===== config.mk =====
export PLATFORM = sky130hd
export DESIGN_NAME = preadd_mult_pipe_flat
export DESIGN_NICKNAME = d
export VERILOG_FILES = /design/src/rtl/preadd_mult_pipe_if.sv /design/src/rtl/preadd_mult_pipe.sv /design/src/flat_wrapper.sv
export SDC_FILE = /design/constraint.sdc
export NUM_CORES = 1
export LEC_CHECK = 0
export CORE_MARGIN = 4
export CORE_UTILIZATION = 65
export DETAILED_ROUTE_END_ITERATION = 16
export HOLD_SLACK_MARGIN = 0.08
export PLACE_DENSITY = 0.9
export SLEW_MARGIN = 20
export SYNTH_ARGS = -nofsm -noshare
export SYNTH_HDL_FRONTEND = slang
export SYNTH_SLANG_ARGS = --single-unit

===== constraint.sdc =====
create_clock -name clk -period 18.15 [get_ports clk]
set_input_delay 3.63 -clock clk [delete_from_list [all_inputs] [get_ports clk]]
set_output_delay 3.63 -clock clk [all_outputs]
set_load 0.03 [all_outputs]

===== src/rtl/preadd_mult_pipe_if.sv =====
// Operand, control and result bundle of the pre-adder/multiplier stage.
// The upstream driver (master) presents operands and enables; the stage (slave) returns results.
interface preadd_mult_pipe_if #(
    parameter int WIDTH = 18
);
    logic [WIDTH-1:0]      a_in;
    logic [WIDTH-1:0]      b_in;
    logic [WIDTH-1:0]      d_in;
    logic                  in_valid;
    logic                  opmode_4;
    logic                  opmode_6;
    logic                  signed_mode;
    logic                  cea;
    logic                  ceb;
    logic                  cem;

    logic [WIDTH-1:0]      bcout;
    logic                  pre_cout;
    logic [2*WIDTH+11:0]   conc_out;
    logic [2*WIDTH-1:0]    mult_out;
    logic                  out_valid;

    modport master (
        output a_in, b_in, d_in, in_valid, opmode_4, opmode_6, signed_mode, cea, ceb, cem,
        input  bcout, pre_cout, conc_out, mult_out, out_valid
    );

    modport slave (
        input  a_in, b_in, d_in, in_valid, opmode_4, opmode_6, signed_mode, cea, ceb, cem,
        output bcout, pre_cout, conc_out, mult_out, out_valid
    );
endinterface


===== src/rtl/preadd_mult_pipe.sv =====
// DSP pre-adder / multiplier stage: D+/-B pre-adder, optional A1/B1 registers,
// signed/unsigned multiplier and a stallable product pipeline with a travelling valid bit.
module preadd_mult_pipe #(
    parameter int WIDTH      = 18,
    parameter int IREG       = 1,
    parameter int MREG_DEPTH = 1
) (
    input  logic              clk,
    input  logic              rst,
    preadd_mult_pipe_if.slave bus
);
    localparam int PW = 2 * WIDTH;

    logic [WIDTH:0]   pre_full;
    logic [WIDTH-1:0] b_mux;
    logic             c_mux;

    logic [WIDTH-1:0] a1;
    logic [WIDTH-1:0] b1;
    logic             pre_c1;
    logic             v1;

    logic [PW-1:0]    a_ext;
    logic [PW-1:0]    b_ext;
    logic [PW-1:0]    prod;

    // Subtract is d + ~b + 1, so bit WIDTH is the inverted borrow (set when d >= b).
    always_comb begin
        if (bus.opmode_6) begin
            pre_full = {1'b0, bus.d_in} + {1'b0, ~bus.b_in} + (WIDTH+1)'(1);
        end else begin
            pre_full = {1'b0, bus.d_in} + {1'b0, bus.b_in};
        end
    end

    // NOTE: every always_comb output gets a default before any branch, so no latch can be inferred.
    always_comb begin
        b_mux = bus.b_in;
        c_mux = 1'b0;
        if (bus.opmode_4) begin
            b_mux = pre_full[WIDTH-1:0];
            c_mux = pre_full[WIDTH];
        end
    end

    if (IREG != 0) begin : g_ireg
        // NOTE: state is updated with non-blocking assignments so all registers sample pre-edge values.
        always_ff @(posedge clk) begin
            if (rst) begin
                a1     <= '0;
                b1     <= '0;
                pre_c1 <= 1'b0;
                v1     <= 1'b0;
            end else begin
                if (bus.cea) begin
                    a1 <= bus.a_in;
                end
                if (bus.ceb) begin
                    b1     <= b_mux;
                    pre_c1 <= c_mux;
                end
                // A half-captured operand pair is never a valid sample.
                if (bus.cea && bus.ceb) begin
                    v1 <= bus.in_valid;
                end else if (bus.cea || bus.ceb) begin
                    v1 <= 1'b0;
                end
            end
        end
    end else begin : g_no_ireg
        assign a1     = bus.a_in;
        assign b1     = b_mux;
        assign pre_c1 = c_mux;
        assign v1     = bus.in_valid;
    end

    // Extending both operands to the full product width makes one multiplier serve both modes.
    always_comb begin
        a_ext = {{WIDTH{1'b0}}, a1};
        b_ext = {{WIDTH{1'b0}}, b1};
        if (bus.signed_mode) begin
            a_ext = {{WIDTH{a1[WIDTH-1]}}, a1};
            b_ext = {{WIDTH{b1[WIDTH-1]}}, b1};
        end
        prod = a_ext * b_ext;
    end

    if (MREG_DEPTH == 0) begin : g_no_mreg
        assign bus.mult_out  = prod;
        assign bus.out_valid = v1;
    end else begin : g_mreg
        logic [PW-1:0]         m_data [MREG_DEPTH];
        logic [MREG_DEPTH-1:0] m_valid;

        // NOTE: the product stages are a small register file that must read zero after rst, so each entry is cleared explicitly.
        always_ff @(posedge clk) begin
            if (rst) begin
                for (int i = 0; i < MREG_DEPTH; i++) begin
                    m_data[i] <= '0;
                end
                m_valid <= '0;
            end else if (bus.cem) begin
                m_data[0]  <= prod;
                m_valid[0] <= v1;
                for (int i = 1; i < MREG_DEPTH; i++) begin
                    m_data[i]  <= m_data[i-1];
                    m_valid[i] <= m_valid[i-1];
                end
            end
        end

        assign bus.mult_out  = m_data[MREG_DEPTH-1];
        assign bus.out_valid = m_valid[MREG_DEPTH-1];
    end

    assign bus.bcout    = b1;
    assign bus.pre_cout = pre_c1;
    assign bus.conc_out = {bus.d_in[11:0], a1, b1};

endmodule


===== src/flat_wrapper.sv =====
// flat-port wrapper written by rule: the top's interface ports become plain ports
module preadd_mult_pipe_flat 
#(
    parameter int WIDTH      = 18,
    parameter int IREG       = 1,
    parameter int MREG_DEPTH = 1
)
  (clk, rst, bus_a_in, bus_b_in, bus_d_in, bus_in_valid, bus_opmode_4, bus_opmode_6, bus_signed_mode, bus_cea, bus_ceb, bus_cem, bus_bcout, bus_pre_cout, bus_conc_out, bus_mult_out, bus_out_valid);
  preadd_mult_pipe_if #(.WIDTH(WIDTH)) bus_i ();
  input  logic clk;
  input  logic rst;
  input wire logic [$bits(bus_i.a_in)-1:0] bus_a_in;
  input wire logic [$bits(bus_i.b_in)-1:0] bus_b_in;
  input wire logic [$bits(bus_i.d_in)-1:0] bus_d_in;
  input wire logic [$bits(bus_i.in_valid)-1:0] bus_in_valid;
  input wire logic [$bits(bus_i.opmode_4)-1:0] bus_opmode_4;
  input wire logic [$bits(bus_i.opmode_6)-1:0] bus_opmode_6;
  input wire logic [$bits(bus_i.signed_mode)-1:0] bus_signed_mode;
  input wire logic [$bits(bus_i.cea)-1:0] bus_cea;
  input wire logic [$bits(bus_i.ceb)-1:0] bus_ceb;
  input wire logic [$bits(bus_i.cem)-1:0] bus_cem;
  output wire logic [$bits(bus_i.bcout)-1:0] bus_bcout;
  output wire logic [$bits(bus_i.pre_cout)-1:0] bus_pre_cout;
  output wire logic [$bits(bus_i.conc_out)-1:0] bus_conc_out;
  output wire logic [$bits(bus_i.mult_out)-1:0] bus_mult_out;
  output wire logic [$bits(bus_i.out_valid)-1:0] bus_out_valid;
  assign bus_i.a_in = bus_a_in;
  assign bus_i.b_in = bus_b_in;
  assign bus_i.d_in = bus_d_in;
  assign bus_i.in_valid = bus_in_valid;
  assign bus_i.opmode_4 = bus_opmode_4;
  assign bus_i.opmode_6 = bus_opmode_6;
  assign bus_i.signed_mode = bus_signed_mode;
  assign bus_i.cea = bus_cea;
  assign bus_i.ceb = bus_ceb;
  assign bus_i.cem = bus_cem;
  assign bus_bcout = bus_i.bcout;
  assign bus_pre_cout = bus_i.pre_cout;
  assign bus_conc_out = bus_i.conc_out;
  assign bus_mult_out = bus_i.mult_out;
  assign bus_out_valid = bus_i.out_valid;
  preadd_mult_pipe #(.WIDTH(WIDTH), .IREG(IREG), .MREG_DEPTH(MREG_DEPTH)) u_core (.clk(clk), .rst(rst), .bus(bus_i));
endmodule

# ---- After elaboration in Yosys (flattened, before gate mapping)
# Memory sizes are Yosys's and may differ from the RTL's.
# Cells that the tools add are included.
dict set report totals {
  reg_bits 39
  ram_bits 36
  wordCells 29
  memories 1
}
# name words width rd rd_clocked_by_memory_dff wr line
set mem_list {}
lappend mem_list {u_core.g_mreg.m_data 1 36 1 0 1 preadd_mult_pipe.sv:92} ;# logic [PW-1:0] m_data [MREG_DEPTH];
dict set report classes {
  n_addsub 3
  multipliers 1
  n_mux 14
  bitwise 1
  reduce_logical 4
}
# op count
set ops {}
lappend ops {{two-way mux 36 bit} 3}
lappend ops {{adder 18 x 18 -> 19 bit} 2}
lappend ops {{multiplier 36 x 36 -> 36 bit} 1}
lappend ops {{OR reduction 36 bit} 1}
lappend ops {{adder 19 x 1 -> 19 bit, second input constant} 1}
lappend ops {{two-way mux 19 bit} 1}
lappend ops {{two-way mux 18 bit} 1}
lappend ops {{inverter 18 bit} 1}
lappend ops {{two-way mux 1 bit} 9}
lappend ops {{nonzero test 2 bit} 1}
lappend ops {{logical AND 1 bit} 1}
lappend ops {{logical OR 1 bit} 1}

# ---- Longest topological paths before layout
dict set report logic_depth {
  word_depth 5
  mapped_depth 30
  ltp_nobuf 29
}

# ---- Worst setup path after synthesis
# No wires, ideal clock.
dict set report synth_timing {
  kind {input to register}
  start {in bus_signed_mode}
  end {mem u_core.g_mreg.m_data[0][35] (netlist name), data pin}
  setup_time_ns 0.266
  arrival_ns 10.397
  t_required_ns 17.884
  setup_slack_ns 7.486
  cell_stages 26
  cell_sequence {and2_1 > clkbuf_1 > nand2_1 > fa_1 > inv_1 > fa_1 > inv_1 > fa_1 > fa_1 > inv_1 > fa_1 > fa_1 > fa_1 > inv_1 > fa_1 > inv_1 > ha_1 > a21oi_1 > o21ai_0 > a31oi_1 > nand2_1 > a41o_1 > a31oi_1 > o21ai_1 > xnor2_1 > nor2_1}
}
dict set report synth_via {
  elab_chain_len 3
}
# element line
set synth_rtl {}
lappend synth_rtl {{start, declared} flat_wrapper.sv:18} ;# input wire logic [$bits(bus_i.signed_mode)-1:0] bus_signed_mode;
lappend synth_rtl {{two-way mux 36 bit} preadd_mult_pipe.sv:81} ;# if (bus.signed_mode) begin
lappend synth_rtl {{multiplier 36 x 36 -> 36 bit (*)} preadd_mult_pipe.sv:85} ;# prod = a_ext * b_ext;
lappend synth_rtl {{two-way mux 36 bit (no line) (*)} -}
lappend synth_rtl {{end, declared} preadd_mult_pipe.sv:92}
# Mark *: on every way between the ends. The rest lies on a longest branch, timed or not.

# ---- Final worst setup path
dict set report layout_timing {
  start {in bus_signed_mode}
  end {mem u_core.g_mreg.m_data[0][33] (netlist name), data pin}
}
# The elaborated chain is that of the path after synthesis.

==> qor.yml <==
place_congestion: 0.971
die-area_um2: 35000
hold_viol_final: 0
core-area_um2: 31600
fin_tns_setup_ps: 0
startpoint: "bus_signed_mode"
io_pins: 167
crit_fanout: 19
ys_ff_latch: 75
avgSynthCellArea_um2: 9.10
slowest_delay_ps: 890
status: "finished clean"
cts_resized: 0
wl_um: 54700
slew_viol_final: 0
numCtsBuffers: 9
ff2ff_setup_slack_ps: 10010
syn_inst: 2292
die_h_um: 187
crit_family: "adder cells"
post_dp_cell_area_um2: 22500
finalPower_w: 0.00117
cp-start-kind: "input port"
synth_edf_count: 36
finalSetupViolCount: 0
reg2reg_from: "u_core.bus.bcout[2]"
critPathSlowestCell: "fa_1"
design_area_um2: 22800
worst_pin_slew_ps: 1080
grtUsageTotal_pct: 32.8
synth.cell_area_um2: 20800
power_density_nw_per_um2: 51.3
num_vias: 15935
grt_pass1_vias: 17885
yosys.area.top_type: "fa_1"
min_period_ps: 11840
cpMostUsedCell: "fa_1"
dieWidth_um: 187
hpwlAfterDp_um: 43600
rr_endpoint: "u_core.g_mreg.m_data[0][33]"
crit_type: "in2reg"
clock_sinks: 75
max_freq_ghz: 0.0845
cts_buffer_depth: 2
n_fill_cell: 2217
nets: 3028
crit_cells: 26
min_path_cells: 2
worstPathArrival_ps: 11940
crit_required_ps: 18250
remaining_drc_errors: 0
rsz0062_at_grt: "no"
vdd_ir_drop_max_uv: 46.3
clock_skew_ps: 21.9
area_delta_synth_final_pct: 9.54
cts_tree: "built"
clkLatencyLatePin_ps: 380
clk_pin_slew_worst_paths_ps: 70
drive_gt1_share_pct: 2.37
ys_seq_area_share_pct: 8.93
portBuffers: 166
ctsHtreeMaxLevel: 3
synth_top_cell_area_share_pct: 41.1
synth_cell_types: 70
synthTopCellsByArea: "fa_1 (41%), ha_1 (11%), inv_1 (10%), and2_1 (5.9%), edfxtp_1 (5.2%)"
place_inst: 2752
grt_start_max_net_pins: 45
hold_ws_ps: 452
post_cts_buffers: 0
endpoint: "u_core.g_mreg.m_data[0][33]"
grt_pass1_wl_um: 91500
async_flop_share_pct: 0
wl_per_cell_um: 19.8
hold_path.class: "reg2reg"
synth_ff_type: "dfxtp_1"
stdcell_count: 2769
critPathBufInv: 6
viasPerCell: 5.75
start_util_pct: 65.9
post-route-period-util_pct: 65.2
grt_overflow: 0
holdBufCountCts: 0
worstSetupEndpointType: "flop"
ant_nets: 0
drt_first_iter_violations: 1367
reg2regPathDepth: 24
slew-limit-headroom_pct: 27.7
leakage_nw: 11.4
root_buffer: "clkbuf_16"
dr.pass1.iters: 7
antenna_found_initial: 2
yosys_warnings: 0
syn_nets: 2959
drv_cap: 0
rows: 65
==> worst min path at each step <==
| stage | slack, ps | startpoint | endpoint |
|---|---|---|---|
| 3_3_place_gp | 440 | u_core.v1 | u_core.v1 |
| 5_1_grt | 500 | u_core.bus.pre_cout | u_core.bus.pre_cout |
| 6_report | 450 | u_core.bus.pre_cout | u_core.bus.pre_cout |
| 2_1_floorplan | 440 | u_core.v1 | u_core.v1 |
| 4_1_cts | 450 | u_core.bus.pre_cout | u_core.bus.pre_cout |
| 3_5_place_dp | 440 | u_core.bus.pre_cout | u_core.bus.pre_cout |
==> cell usage in the layout, fill, tap and decap left out, types with 3 or more instances in the layout <==
master / netlist / final
a2111oi_0: 3 / 3
a211oi_1: 14 / 14
a21o_1: 20 / 20
a21oi_1: 50 / 50
a221oi_1: 3 / 3
a311oi_1: 4 / 4
a31oi_1: 11 / 11
and2_1: 198 / 198
and3_1: 18 / 18
buf_4: 31 / 28
clkbuf_16: 0 / 9
clkdlybuf4s50_1: 0 / 166
dfxtp_1: 39 / 39
edfxtp_1: 36 / 36
fa_1: 428 / 428
ha_1: 176 / 176
inv_1: 567 / 567
mux2i_1: 28 / 28
nand2_1: 185 / 185
nand2b_1: 9 / 9
nand3_1: 10 / 10
nor2_1: 107 / 107
nor2b_1: 9 / 9
nor3_1: 20 / 20
nor3b_1: 4 / 4
nor4_1: 4 / 4
o211ai_1: 5 / 5
o21a_1: 16 / 16
o21ai_0: 34 / 34
o21ai_1: 10 / 10
o21bai_1: 9 / 9
o31a_1: 4 / 4
o31ai_1: 7 / 7
or2_2: 4 / 4
or3_1: 3 / 3
xnor2_1: 66 / 66
xor2_1: 20 / 20
==> layout make-up <==
cell class                      instances  area, um^2  area share (%)
Antenna cell                            1        2.50          0.0110
Timing Repair Buffer                  194        1870            8.20
Tap cell                              402         503            2.20
Multi-Input combinational cell       1513       16200            70.8
Clock buffer                           10         229            1.00
Inverter                              568        2130            9.34
Clock inverter                          6        73.8           0.323
Sequential cell                        75        1860            8.15
==> report_power, final <==
| group | switching (W) | internal, W | total (W) |
|---|---|---|---|
| combinational | 0.000433 | 0.000300 | 0.000733 |
| sequential | 0.0000332 | 0.000201 | 0.000234 |
| clock | 0.0000960 | 0.000109 | 0.000205 |
| total | 0.000562 | 0.000610 | 0.00117 |
==> state kept, by name (all words and copies together), names as in the netlist <==
signal,cells
u_core.v1,1
u_core.bus.pre_cout,1
u_core.bus.bcout,18
u_core.g_mreg.m_data,36
u_core.bus.out_valid,1
u_core.a1,18
==> routing by layer <==
metal	track usage [%]	part of all wire, %	vias up	wire length (um)
met5	0	0.029	-	16
met4	16.4	5.5	2	3030
met3	6.36	8.4	229	4590
met2	54.3	48	883	26200
met1	41.4	38	7855	20800
li1	-	-	6966	-
==> per-stage QoR <==
| stage | utilization, % | setup slack [ps] |
|---|---|---|
| 6_report | 72.2 | 6310 |
| 5_1_grt | 72.2 | 5720 |
| 4_1_cts | 72.2 | 6390 |
| 3_5_place_dp | 71.2 | 6040 |
| 3_3_place_gp | 71.2 | 6210 |
| 2_1_floorplan | - | 7490 |
==> worst register-to-register path, cell delays in order, from the launching register on <==
cell	delay (ps)
dfxtp_1	980
nand2_1	200
fa_1	720
inv_1	110
fa_1	510
inv_1	140
fa_1	890
fa_1	500
inv_1	90
fa_1	440
fa_1	510
fa_1	500
inv_1	50
fa_1	480
inv_1	40
ha_1	330
a21oi_1	150
o21ai_0	100
a31oi_1	140
nand2_1	70
a41o_1	260
a31oi_1	300
o21ai_1	150
xnor2_1	170
nor2_1	60
==> cell usage after synthesis, types with 20 or more instances <==
| cell type | instances |
|---|---|
| inv_1 | 567 |
| fa_1 | 428 |
| and2_1 | 198 |
| nand2_1 | 185 |
| ha_1 | 176 |
| nor2_1 | 107 |
| clkbuf_1 | 93 |
| xnor2_1 | 66 |
| a21oi_1 | 50 |
| dfxtp_1 | 39 |
| edfxtp_1 | 36 |
| o21ai_0 | 34 |
| buf_4 | 31 |
| mux2i_1 | 28 |
| a21o_1 | 20 |
| nor3_1 | 20 |
| xor2_1 | 20 |
==> kinds of logic (layout without fill, tap and decap cells) <==
| logic type | Yosys count | after routing | synth area share, % |
|---|---|---|---|
| buffers and inverters | 704 | 778 | 13.5 |
| adder cells (fa/ha/maj) | 604 | 604 | 51.7 |
| AND/OR/NAND/NOR | 579 | 579 | 13.8 |
| AO/OA/AOI/OAI | 216 | 216 | 7.11 |
| XOR/XNOR | 86 | 86 | 3.61 |
| flip-flops | 75 | 75 | 8.93 |
| multiplexers | 28 | 28 | 1.34 |
| other | 0 | 1 | 0 |
No activity file was read; power rests on OpenSTA's default activity.
